===== src/rtl/axi4lite_master_bridge_pkg.sv =====
// axi4lite_master_bridge_pkg: AXI4-Lite response codes, protection default and bridge FSM states.
// Revision: 1.0
`default_nettype none

package axi4lite_master_bridge_pkg;

    localparam logic [1:0] AXI_RESP_OKAY   = 2'b00;
    localparam logic [1:0] AXI_RESP_EXOKAY = 2'b01;
    localparam logic [1:0] AXI_RESP_SLVERR = 2'b10;
    localparam logic [1:0] AXI_RESP_DECERR = 2'b11;

    // Unprivileged, secure, data access.
    localparam logic [2:0] AXI_PROT_DEFAULT = 3'b000;

    typedef enum logic [2:0] {
        ST_IDLE    = 3'd0,
        ST_WR_AW_W = 3'd1,
        ST_WR_B    = 3'd2,
        ST_RD_AR   = 3'd3,
        ST_RD_R    = 3'd4,
        ST_RSP     = 3'd5
    } bridge_state_t;

endpackage

`default_nettype wire


===== src/rtl/axi4lite_master_bridge.sv =====
// axi4lite_master_bridge: single-outstanding AXI4-Lite initiator turning register commands into
// AXI4-Lite transactions, one response per command, with a saturating per-transaction latency count.
// Revision: 1.0
`default_nettype none

module axi4lite_master_bridge
    import axi4lite_master_bridge_pkg::*;
#(
    parameter int  ADDR_W = 32,
    parameter int  DATA_W = 32,
    parameter int  CNT_W  = 16,
    localparam int STRB_W = DATA_W / 8
) (
    input  logic              clk,
    input  logic              rst,
    input  logic              cmd_valid,
    output logic              cmd_ready,
    input  logic              cmd_write,
    input  logic [ADDR_W-1:0] cmd_addr,
    input  logic [DATA_W-1:0] cmd_wdata,
    input  logic [STRB_W-1:0] cmd_wstrb,
    output logic              rsp_valid,
    input  logic              rsp_ready,
    output logic              rsp_write,
    output logic [DATA_W-1:0] rsp_rdata,
    output logic [1:0]        rsp_resp,
    output logic [CNT_W-1:0]  txn_cycles,
    output logic              M_AXI_AWVALID,
    input  logic              M_AXI_AWREADY,
    output logic [ADDR_W-1:0] M_AXI_AWADDR,
    output logic [2:0]        M_AXI_AWPROT,
    output logic              M_AXI_WVALID,
    input  logic              M_AXI_WREADY,
    output logic [DATA_W-1:0] M_AXI_WDATA,
    output logic [STRB_W-1:0] M_AXI_WSTRB,
    input  logic              M_AXI_BVALID,
    output logic              M_AXI_BREADY,
    input  logic [1:0]        M_AXI_BRESP,
    output logic              M_AXI_ARVALID,
    input  logic              M_AXI_ARREADY,
    output logic [ADDR_W-1:0] M_AXI_ARADDR,
    output logic [2:0]        M_AXI_ARPROT,
    input  logic              M_AXI_RVALID,
    output logic              M_AXI_RREADY,
    input  logic [DATA_W-1:0] M_AXI_RDATA,
    input  logic [1:0]        M_AXI_RRESP
);

    localparam logic [CNT_W-1:0] CNT_MAX = '1;

    bridge_state_t     state;
    bridge_state_t     state_nxt;
    logic              aw_done;
    logic              w_done;
    logic [ADDR_W-1:0] addr_q;
    logic [DATA_W-1:0] wdata_q;
    logic [STRB_W-1:0] wstrb_q;

    logic accept;
    logic aw_hs;
    logic w_hs;
    logic b_hs;
    logic ar_hs;
    logic r_hs;
    logic busy;

    assign accept = cmd_valid && cmd_ready;
    assign aw_hs  = M_AXI_AWVALID && M_AXI_AWREADY;
    assign w_hs   = M_AXI_WVALID && M_AXI_WREADY;
    assign b_hs   = M_AXI_BVALID && M_AXI_BREADY;
    assign ar_hs  = M_AXI_ARVALID && M_AXI_ARREADY;
    assign r_hs   = M_AXI_RVALID && M_AXI_RREADY;
    assign busy   = (state == ST_WR_AW_W) || (state == ST_WR_B) ||
                    (state == ST_RD_AR) || (state == ST_RD_R);

    assign M_AXI_AWADDR = addr_q;
    assign M_AXI_ARADDR = addr_q;
    assign M_AXI_WDATA  = wdata_q;
    assign M_AXI_WSTRB  = wstrb_q;
    assign M_AXI_AWPROT = AXI_PROT_DEFAULT;
    assign M_AXI_ARPROT = AXI_PROT_DEFAULT;

    always_ff @(posedge clk or posedge rst) begin
        if (rst) begin
            state <= ST_IDLE;
        end else begin
            state <= state_nxt;
        end
    end

    // Channel handshake signals decode straight from state so an async reset drops them at once.
    always_comb begin
        state_nxt     = state;
        cmd_ready     = 1'b0;
        rsp_valid     = 1'b0;
        M_AXI_AWVALID = 1'b0;
        M_AXI_WVALID  = 1'b0;
        M_AXI_BREADY  = 1'b0;
        M_AXI_ARVALID = 1'b0;
        M_AXI_RREADY  = 1'b0;
        case (state)
            ST_IDLE: begin
                cmd_ready = 1'b1;
                if (cmd_valid) begin
                    state_nxt = cmd_write ? ST_WR_AW_W : ST_RD_AR;
                end
            end
            ST_WR_AW_W: begin
                M_AXI_AWVALID = !aw_done;
                M_AXI_WVALID  = !w_done;
                if ((aw_done || aw_hs) && (w_done || w_hs)) begin
                    state_nxt = ST_WR_B;
                end
            end
            ST_WR_B: begin
                M_AXI_BREADY = 1'b1;
                if (b_hs) begin
                    state_nxt = ST_RSP;
                end
            end
            ST_RD_AR: begin
                M_AXI_ARVALID = 1'b1;
                if (ar_hs) begin
                    state_nxt = ST_RD_R;
                end
            end
            ST_RD_R: begin
                M_AXI_RREADY = 1'b1;
                if (r_hs) begin
                    state_nxt = ST_RSP;
                end
            end
            ST_RSP: begin
                rsp_valid = 1'b1;
                if (rsp_ready) begin
                    state_nxt = ST_IDLE;
                end
            end
            default: begin
                state_nxt = ST_IDLE;
            end
        endcase
    end

    always_ff @(posedge clk or posedge rst) begin
        if (rst) begin
            aw_done    <= 1'b0;
            w_done     <= 1'b0;
            addr_q     <= '0;
            wdata_q    <= '0;
            wstrb_q    <= '0;
            rsp_write  <= 1'b0;
            rsp_rdata  <= '0;
            rsp_resp   <= AXI_RESP_OKAY;
            txn_cycles <= '0;
        end else begin
            if (accept) begin
                aw_done    <= 1'b0;
                w_done     <= 1'b0;
                addr_q     <= cmd_addr;
                wdata_q    <= cmd_wdata;
                wstrb_q    <= cmd_wstrb;
                rsp_write  <= cmd_write;
                txn_cycles <= '0;
            end else if (busy && (txn_cycles != CNT_MAX)) begin
                txn_cycles <= txn_cycles + CNT_W'(1);
            end
            if (aw_hs) begin
                aw_done <= 1'b1;
            end
            if (w_hs) begin
                w_done <= 1'b1;
            end
            if (b_hs) begin
                rsp_resp  <= M_AXI_BRESP;
                rsp_rdata <= '0;
            end
            if (r_hs) begin
                rsp_resp  <= M_AXI_RRESP;
                rsp_rdata <= M_AXI_RDATA;
            end
        end
    end

endmodule

`default_nettype wire


===== config.mk =====
export PLATFORM = sky130hd
export DESIGN_NAME = axi4lite_master_bridge
export DESIGN_NICKNAME = d
export VERILOG_FILES = /design/src/rtl/axi4lite_master_bridge_pkg.sv /design/src/rtl/axi4lite_master_bridge.sv
export SDC_FILE = /design/constraint.sdc
export NUM_CORES = 1
export LEC_CHECK = 0
export BUFFER_PORTS_ARGS = -buffer_cell sky130_fd_sc_hd__buf_2
export CAP_MARGIN = 25
export CORE_MARGIN = 10
export CORE_UTILIZATION = 40
export CTS_CLUSTER_DIAMETER = 120
export CTS_CLUSTER_SIZE = 8
export DETAILED_ROUTE_END_ITERATION = 16
export PLACE_DENSITY = 0.78
export SLEW_MARGIN = 20
export SYNTH_ARGS = -nofsm -noshare
export SYNTH_HDL_FRONTEND = slang
export SYNTH_SLANG_ARGS = --single-unit

===== constraint.sdc =====
create_clock -name clk -period 12.2 [get_ports clk]
set_input_delay 2.44 -clock clk [delete_from_list [all_inputs] [get_ports clk]]
set_output_delay 2.44 -clock clk [all_outputs]
set_load 0.005 [all_outputs]

# Yosys cells after proc, flatten, opt, wreduce, memory -nomap -nowiden
# Cells that the tools add are included.
[totals]
reg_bits = 124
input_bits = 114
output_inout_bits = 164
[op_classes]
add_sub_neg = 1
eq_ne = 12
n_mux = 24
reduce_logical = 21
[ops]
columns = ["op", "count"]
rows = [
  ["$mux 32", 2],
  ["$mux 16", 2],
  ["$mux 3", 6],
  ["$pmux 3 s6", 1],
  ["$add 16x1->16 const B", 1],
  ["$ne 16x16->1 const B", 1],
  ["$mux 1", 10],
  ["$ne 2x2->1 const B", 5],
  ["$logic_and 1x1->1", 8],
  ["$reduce_bool 2->1", 4],
  ["$eq 3x2->1 const B", 2],
  ["$eq 3x3->1 const B", 2],
  ["$mux 2", 3],
  ["$reduce_and 6->1", 1],
  ["$logic_or 1x1->1", 5],
  ["$eq 3x1->1 const B", 1],
  ["$logic_not 3->1", 1],
  ["$logic_not 1->1", 2],
  ["$ne 2x1->1 const B", 1],
]

# Longest topological paths before layout
# Gate-level depths: netlist of the first run.
[logic_depth]
word_depth = 7
mapped_depth = 9
ltp_nobuf = 5

# Worst setup path after synthesis of the first run
# Ideal clock, no wire load.
[synth_timing]
path_kind = "in2reg"
start = "input rsp_ready"
end = "register state[1]"
setup_time_ns = 0.125
arrival_time_ns = 3.413
t_required_ns = 12.075
path_slack_ns = 8.663
cell_stages = 4
path_cell_list = "mux2_2 > o32a_1 > nand2_1 > mux2_2"
[synth_via]
elab_chain_len = 2
[synth_lines]
columns = ["element", "line_no", "text"]
rows = [
  ["start, declared", "axi4lite_master_bridge.sv:23", "input logic rsp_ready,"],
  ["$ne 2x2->1 (no source line)", "-", ""],
  ["$reduce_and 6->1 (no source line)", "-", ""],
  ["end signal, assigned", "axi4lite_master_bridge.sv:87", "state <= state_nxt;"],
  ["end, declared", "axi4lite_master_bridge.sv:51", "bridge_state_t state;"],
]
# No other way between the ends.
# A chain may end at the register's enable or synchronous reset.

# Worst setup path after layout of the first run
[layout_timing]
start = "register state[0]"
end = "output cmd_ready"
[layout_via]
elab_chain_len = 2
[layout_lines]
columns = ["element", "line_no", "text"]
rows = [
  ["$logic_not 3->1", "axi4lite_master_bridge.sv:101", "case (state)"],
  ["$mux 1", "axi4lite_master_bridge.sv:101", ""],
  ["end, declared", "axi4lite_master_bridge.sv:17", "output logic cmd_ready,"],
]
# No other way between the ends.

==> results of run 1 <==
flip-flops by register name (all words and copies together) (netlist names):
name and cells:
M_AXI_ARADDR 32, M_AXI_WDATA 32, M_AXI_WSTRB 4, aw_done 1, rsp_rdata 32, rsp_resp 2, rsp_write 1, state 3
txn_cycles 16, w_done 1
through the flow:
stage | setup WS (ps) | power (mW)
global route | 7910 | 2.00
finish | 8000 | 1.86
CTS | 7980 | 1.89
floorplan | 6460 | 1.09
global placement | 7690 | 1.34
detailed placement | 8180 | 1.36
cells in the final DEF, fill, tap and decap left out, drive strengths merged, types with 2 or more instances in the layout:
| master | instances |
|---|---|
| a21oi | 8 |
| a22o | 33 |
| and2 | 3 |
| and3 | 2 |
| and4 | 5 |
| buf | 274 |
| bufinv | 3 |
| clkbuf | 20 |
| clkinv | 5 |
| clkinvlp | 3 |
| conb | 6 |
| dfrtp | 124 |
| inv | 5 |
| mux2 | 2 |
| mux2i | 11 |
| nand2 | 230 |
| nand2b | 3 |
| nand3 | 8 |
| nand3b | 3 |
| nand4 | 6 |
| nor2 | 9 |
| nor3 | 8 |
| nor3b | 3 |
| o21ai | 9 |
| o22ai | 2 |
| o31ai | 2 |
| o32a | 2 |
| or3 | 5 |
| or4 | 2 |
power groups by stage:
| stage | registers, mW | logic (mW) | clock network (mW) |
|---|---|---|---|
| floorplan | 0.714 | 0.376 | 0 |
| global placement | 0.714 | 0.622 | 0 |
| detailed placement | 0.715 | 0.643 | 0 |
| CTS | 0.716 | 0.641 | 0.537 |
| global route | 0.741 | 0.706 | 0.554 |
| finish | 0.715 | 0.622 | 0.524 |
path summary, 6_finish.rpt:
check | from | to | slack, ps | cells after the start
max in group asynchronous | rst | rsp_write$_DFFE_PP0P_ | 8760 | 3
setup reg to reg | state[0]$_DFFE_PP0P_ | txn_cycles[10]$_DFFE_PP0P_ | 9870 | 6
min in group asynchronous | rst | rsp_rdata[11]$_DFFE_PP0P_ | 2150 | 2
setup / recovery | state[0]$_DFFE_PP0P_ | cmd_ready | 8000 | 3
hold reg to reg | M_AXI_WDATA[3]$_DFFE_PP0P_ | M_AXI_WDATA[3]$_DFFE_PP0P_ | 460 | 2
hold / removal | M_AXI_WDATA[3]$_DFFE_PP0P_ | M_AXI_WDATA[3]$_DFFE_PP0P_ | 460 | 2
kinds of logic after synthesis:
logic type | count (synthesis)
flops | 124
simple gates | 289
buf+inv | 70
fa+ha+maj | 1
compound gates | 59
other cells | 1
mux | 13
critical path, delay by kind of cell, from the launching register on:
kind	cells	cell delay [ps]
AND/OR/NAND/NOR	1	570
flip-flops	1	530
buffers and inverters	2	240
layout make-up:
type	count	area (um^2)	share of cell area
flip-flops and latches	124	3100	0.430
multi-input cells	368	1850	0.257
repair buffers	274	1390	0.192
clock buffers	20	467	0.0647
well taps	176	220	0.0306
clock inverters	12	161	0.0224
inverters	4	18.8	0.00260
layer usage:
layer  wire length, um  global-route usage  share of wire  up-vias
met5                25                   0         0.0016        -
li1                  -                   -              -     2270
met3              2110              0.0860           0.13       24
met4               269              0.0692          0.017        4
met2              7280               0.254           0.45      235
met1              6420               0.194           0.40     2131
==> impl_metrics.yaml, run 1 <==
placement:
  numPlacedInstances: 946
  placement.cell_area_um2: 6580
  gpl_congestion: 0.821
  port_buffer_count: 271
  hpwl_detailed_mm: 12.1
synth:
  post_synth_and_or_nand_nor_area_fraction: 0.228
  synth_xor_xnor_area_share: 0
  dominantRegCellSynth: "sky130_fd_sc_hd__dfrtp_1"
  synth-compound-area-share: 0.0829
  post_synth.cell_area_avg_um2: 9.70
  synth-seq-area-share: 0.575
  synth_top_area_share: 0.575
  top_cells_by_area_synth: "sky130_fd_sc_hd__dfrtp_1, sky130_fd_sc_hd__nand2_1, sky130_fd_sc_hd__buf_4, sky130_fd_sc_hd__a22o_1, sky130_fd_sc_hd__mux2i_1"
  post_synthesis_mux_area_share: 0.0246
  synthMostInstantiatedCell: "sky130_fd_sc_hd__nand2_1"
  syn-cell-area_um2: 5400
  synth.yosys.warnings: 0
  synthDominantAreaCellType: "sky130_fd_sc_hd__dfrtp_1"
  synth_async_sr_flop_share: 1.00
  synth-adder-area-share: 0.00232
  edff_count_synth: 0
  ys_ff_latch: 124
  synth_top_family_by_area: "simple AND/OR/NAND/NOR gates"
  ys_top_cells_by_count: "sky130_fd_sc_hd__nand2_1, sky130_fd_sc_hd__dfrtp_1, sky130_fd_sc_hd__buf_4, sky130_fd_sc_hd__a22o_1, sky130_fd_sc_hd__mux2i_1"
  syn_inst: 557
  synth_cell_type_count: 40
layout:
  diodes: 0
  layout.cell_area.non_filler_um2: 7210
  final_net_count: 904
  fillCellCount: 1224
  final_util: 0.544
  proportion_of_layout_cells_with_a_drive_suffix_above_1: 0.393
  post_layout_nonfiller_instances: 978
  layout_area_growth_over_synthesis_pct: 33.5
floorplanning:
  die-height_um: 136
  floorplan.initialDensity: 0.408
  boundaryPins: 278
  design.core.area_um2: 13200
  floorplan.rows: 42
  die_x_um: 136
  die-area_um2: 18500
setup_path:
  crit_fanout: 15
  timing.setup.critical_path_class: "reg2out"
  crit_path_cell_trace: "or3_1, clkinv_2, buf_2"
  slowest_delay_ps: 570
  worst_ep_required_time_ps: 9760
  startpoint_type: "register"
  crit_path_end_kind: "output port"
  worstPathArrival_ps: 1760
  slowest_stage: "sky130_fd_sc_hd__or3_1"
outcome:
  run_status: "finished clean"
global_routing:
  grt.overflow.total: 0
  via_count_of_the_first_global_routing_pass: 4644
  grt_first_pass_wirelength_mm: 24.4
  initial_antenna_violation_count: 2
  track_usage: 0.167
  grt_start_max_net_pins: 81
routing:
  via_per_inst: 4.77
  detailroute.via_count: 4664
  drcViolationCount: 0
  route.detailed.wl_per_inst_um: 16.5
  firstDrtPassIters: 4
  detail_route.wirelength_mm: 16.1
  initialDrtViolationCount: 188
  antenna_left: 0
power_and_ir_drop:
  total_switching_power_mw: 0.640
  pwr-share-comb: 0.334
  power.leakage_nw: 4.08
  peakVddDrop_mv: 0.123
  cell_internal_pwr_mw: 1.22
  power.sequential.fraction: 0.384
  sw_frac_of_total: 0.344
  clockPowerShare: 0.282
  power_density_nw_per_um2: 258
sta:
  timing.fmax_ghz: 0.238
  finalHoldWorstSlack_ps: 463
  rsz0062_at_grt: "no"
  finalCriticalPeriod_ps: 4200
  worst_clock_skew_ps: 9.35
  slew-limit-headroom: 0.425
  tns_ps: 0
  hold_viol: 0
  report.final.setup_viol: 0
  worst-slew-pin-transition_ps: 863
  fin_crit_sh: 0.344
  drv_slew: 0
clock_tree:
  clock_latency_ps: 410
  path_clk_slew_ps: 60
  cts_resized: 0
  cts_max_path_buffers: 2
  cts.sinks: 124
  cts-hold-fix-buffers: 0
  cts_tree: "done"
  root_buffer: "sky130_fd_sc_hd__clkbuf_16"
  numCtsBuffers: 17
  post-cts-setup-buffers: 0
  cts_htree_levels: 4
worst_hold_path:
  hold_path_class: "reg2reg"
run:
  max-cap-violations: 0
(Power assumes the default switching activity.)
==> run 2, diff against run 1 <==
==> constraint.sdc (replaced) <==
create_clock -name clk -period 4.1 [get_ports clk]
set_input_delay 0.82 -clock clk [delete_from_list [all_inputs] [get_ports clk]]
set_output_delay 0.82 -clock clk [all_outputs]
set_load 0.005 [all_outputs]
==> impl_metrics.yaml, run 2 (same netlist as run 1, synthesis figures left out) <==
power_and_ir_drop:
  pwr-share-comb: 0.332
  power.leakage_nw: 4.10
  finalPower_mw: 5.51
  power_density_nw_per_um2: 762
  sw_frac_of_total: 0.348
  clockPowerShare: 0.281
  cell_internal_pwr_mw: 3.59
  peakVddDrop_mv: 0.391
  power.sequential.fraction: 0.387
  total_switching_power_mw: 1.92
clock_tree:
  post-cts-setup-buffers: 0
  cts-hold-fix-buffers: 0
  numCtsBuffers: 17
  root_buffer: "sky130_fd_sc_hd__clkbuf_16"
  cts_max_path_buffers: 2
  cts.sinks: 124
  cts_tree: "done"
  cts_resized: 0
  clock_latency_ps: 410
  path_clk_slew_ps: 60
  cts_htree_levels: 4
sta:
  post-route-worst-setup-slack_ps: 1560
  timing.fmax_ghz: 0.394
  drv_slew: 0
  hold_viol: 0
  worst-slew-pin-transition_ps: 829
  slew-limit-headroom: 0.446
  worst_clock_skew_ps: 8.60
  tns_ps: 0
  report.final.setup_viol: 0
  rsz0062_at_grt: "no"
  fin_crit_sh: 0.619
  finalCriticalPeriod_ps: 2540
global_routing:
  via_count_of_the_first_global_routing_pass: 4724
  grt.overflow.total: 0
  grt_start_max_net_pins: 76
  gr-usage-met3: 0.0849
  grt_busiest_layer: "met2"
  track_usage: 0.165
  grt_first_pass_wirelength_mm: 24.5
  grt_use_met1: 0.188
  initial_antenna_violation_count: 0
  globalRouteMet2Util: 0.266
setup_path:
  r2r_cell_count: 6
  startpoint_type: "register"
  timing.setup.critical_path_class: "reg2out"
  crit_path_end_kind: "output port"
  worstPathArrival_ps: 1720
  crit_fanout: 14
  worst_ep_required_time_ps: 3280
placement:
  port_buffer_count: 271
  hpwl_detailed_mm: 12.0
  dpl_worst_slack_ps: 1630
  gpl_congestion: 0.838
routing:
  drcViolationCount: 0
  via_per_inst: 4.75
  route.detailed.wl_per_inst_um: 16.2
  detail_route.wirelength_mm: 15.9
  detailroute.via_count: 4663
  antenna_left: 0
  firstDrtPassIters: 6
  initialDrtViolationCount: 151
floorplanning:
  die-area_um2: 18500
  design.core.area_um2: 13200
  die-height_um: 136
  floorplan.initialDensity: 0.408
  boundaryPins: 278
  die_x_um: 136
  floorplan.rows: 42
layout:
  diodes: 0
  layout_area_growth_over_synthesis_pct: 34.0
  final_net_count: 908
  fillCellCount: 1190
  final_common_cell: "sky130_fd_sc_hd__buf_2"
  proportion_of_layout_cells_with_a_drive_suffix_above_1: 0.393
  layout.area.seq_um2: 3100
  multiInputGateArea_um2: 1850
  most-common-layout-cells: "sky130_fd_sc_hd__buf_2, sky130_fd_sc_hd__nand2_1, sky130_fd_sc_hd__dfrtp_1"
outcome:
  run_status: "finished clean"
run:
  max-cap-violations: 0
worst_hold_path:
  hold_path_class: "in2async"
-- run 2: worst paths after layout --
path / startpoint / to / slack, ps
max in group asynchronous: rst / txn_cycles[7]$_DFFE_PP0P_ / 2850
hold / removal: rst / M_AXI_ARADDR[5]$_DFFE_PP0P_ / 400
setup / recovery: state[1]$_DFFE_PP0P_ / cmd_ready / 1560
hold reg to reg: M_AXI_WDATA[7]$_DFFE_PP0P_ / M_AXI_WDATA[7]$_DFFE_PP0P_ / 470
setup reg to reg: state[0]$_DFFE_PP0P_ / M_AXI_ARADDR[9]$_DFFE_PP0P_ / 1650
min in group clk: M_AXI_WDATA[7]$_DFFE_PP0P_ / M_AXI_WDATA[7]$_DFFE_PP0P_ / 470
-- run 2: per-layer routing --
layer / wire (um) / up-vias
li1: - / 2277
met1: 6450 / 2143
met2: 7340 / 230
met3: 1950 / 13
met4: 169 / 0
met5: 0 / -
-- run 2: worst max-delay path, stage by stage (launching register included) --
cell and delay [ps]:
sky130_fd_sc_hd__dfrtp_1 510, sky130_fd_sc_hd__or3_1 570, sky130_fd_sc_hd__clkinv_2 110, sky130_fd_sc_hd__buf_2 120
-- run 2: power by group through the flow --
stage	sequential (mW)	clock [mW]	combinational, mW
final	2.13	1.55	1.83
after floorplan	2.12	0	1.12
after global routing	2.21	1.65	2.09
after CTS	2.14	1.59	1.89
after detailed placement	2.13	0	1.91
after global placement	2.13	0	1.84
-- run 2: cell type report --
type | count | share of cell area
Sequential cell | 124 | 0.429
Clock inverter | 14 | 0.0249
Multi-Input combinational cell | 368 | 0.256
Clock buffer | 18 | 0.0593
Tap cell | 176 | 0.0304
Timing Repair Buffer | 278 | 0.198
Inverter | 4 | 0.00277
-- run 2: per-stage QoR --
step                      hold slack, ps  cell area, um^2   util  std cells
after floorplan                      470             5420      -        562
after global placement               453             6610  0.499        949
after detailed placement             458             6610  0.499        949
after CTS                            473             7220  0.545        981
after global routing                 415             7240  0.546        982
final                                405             7240  0.546        982
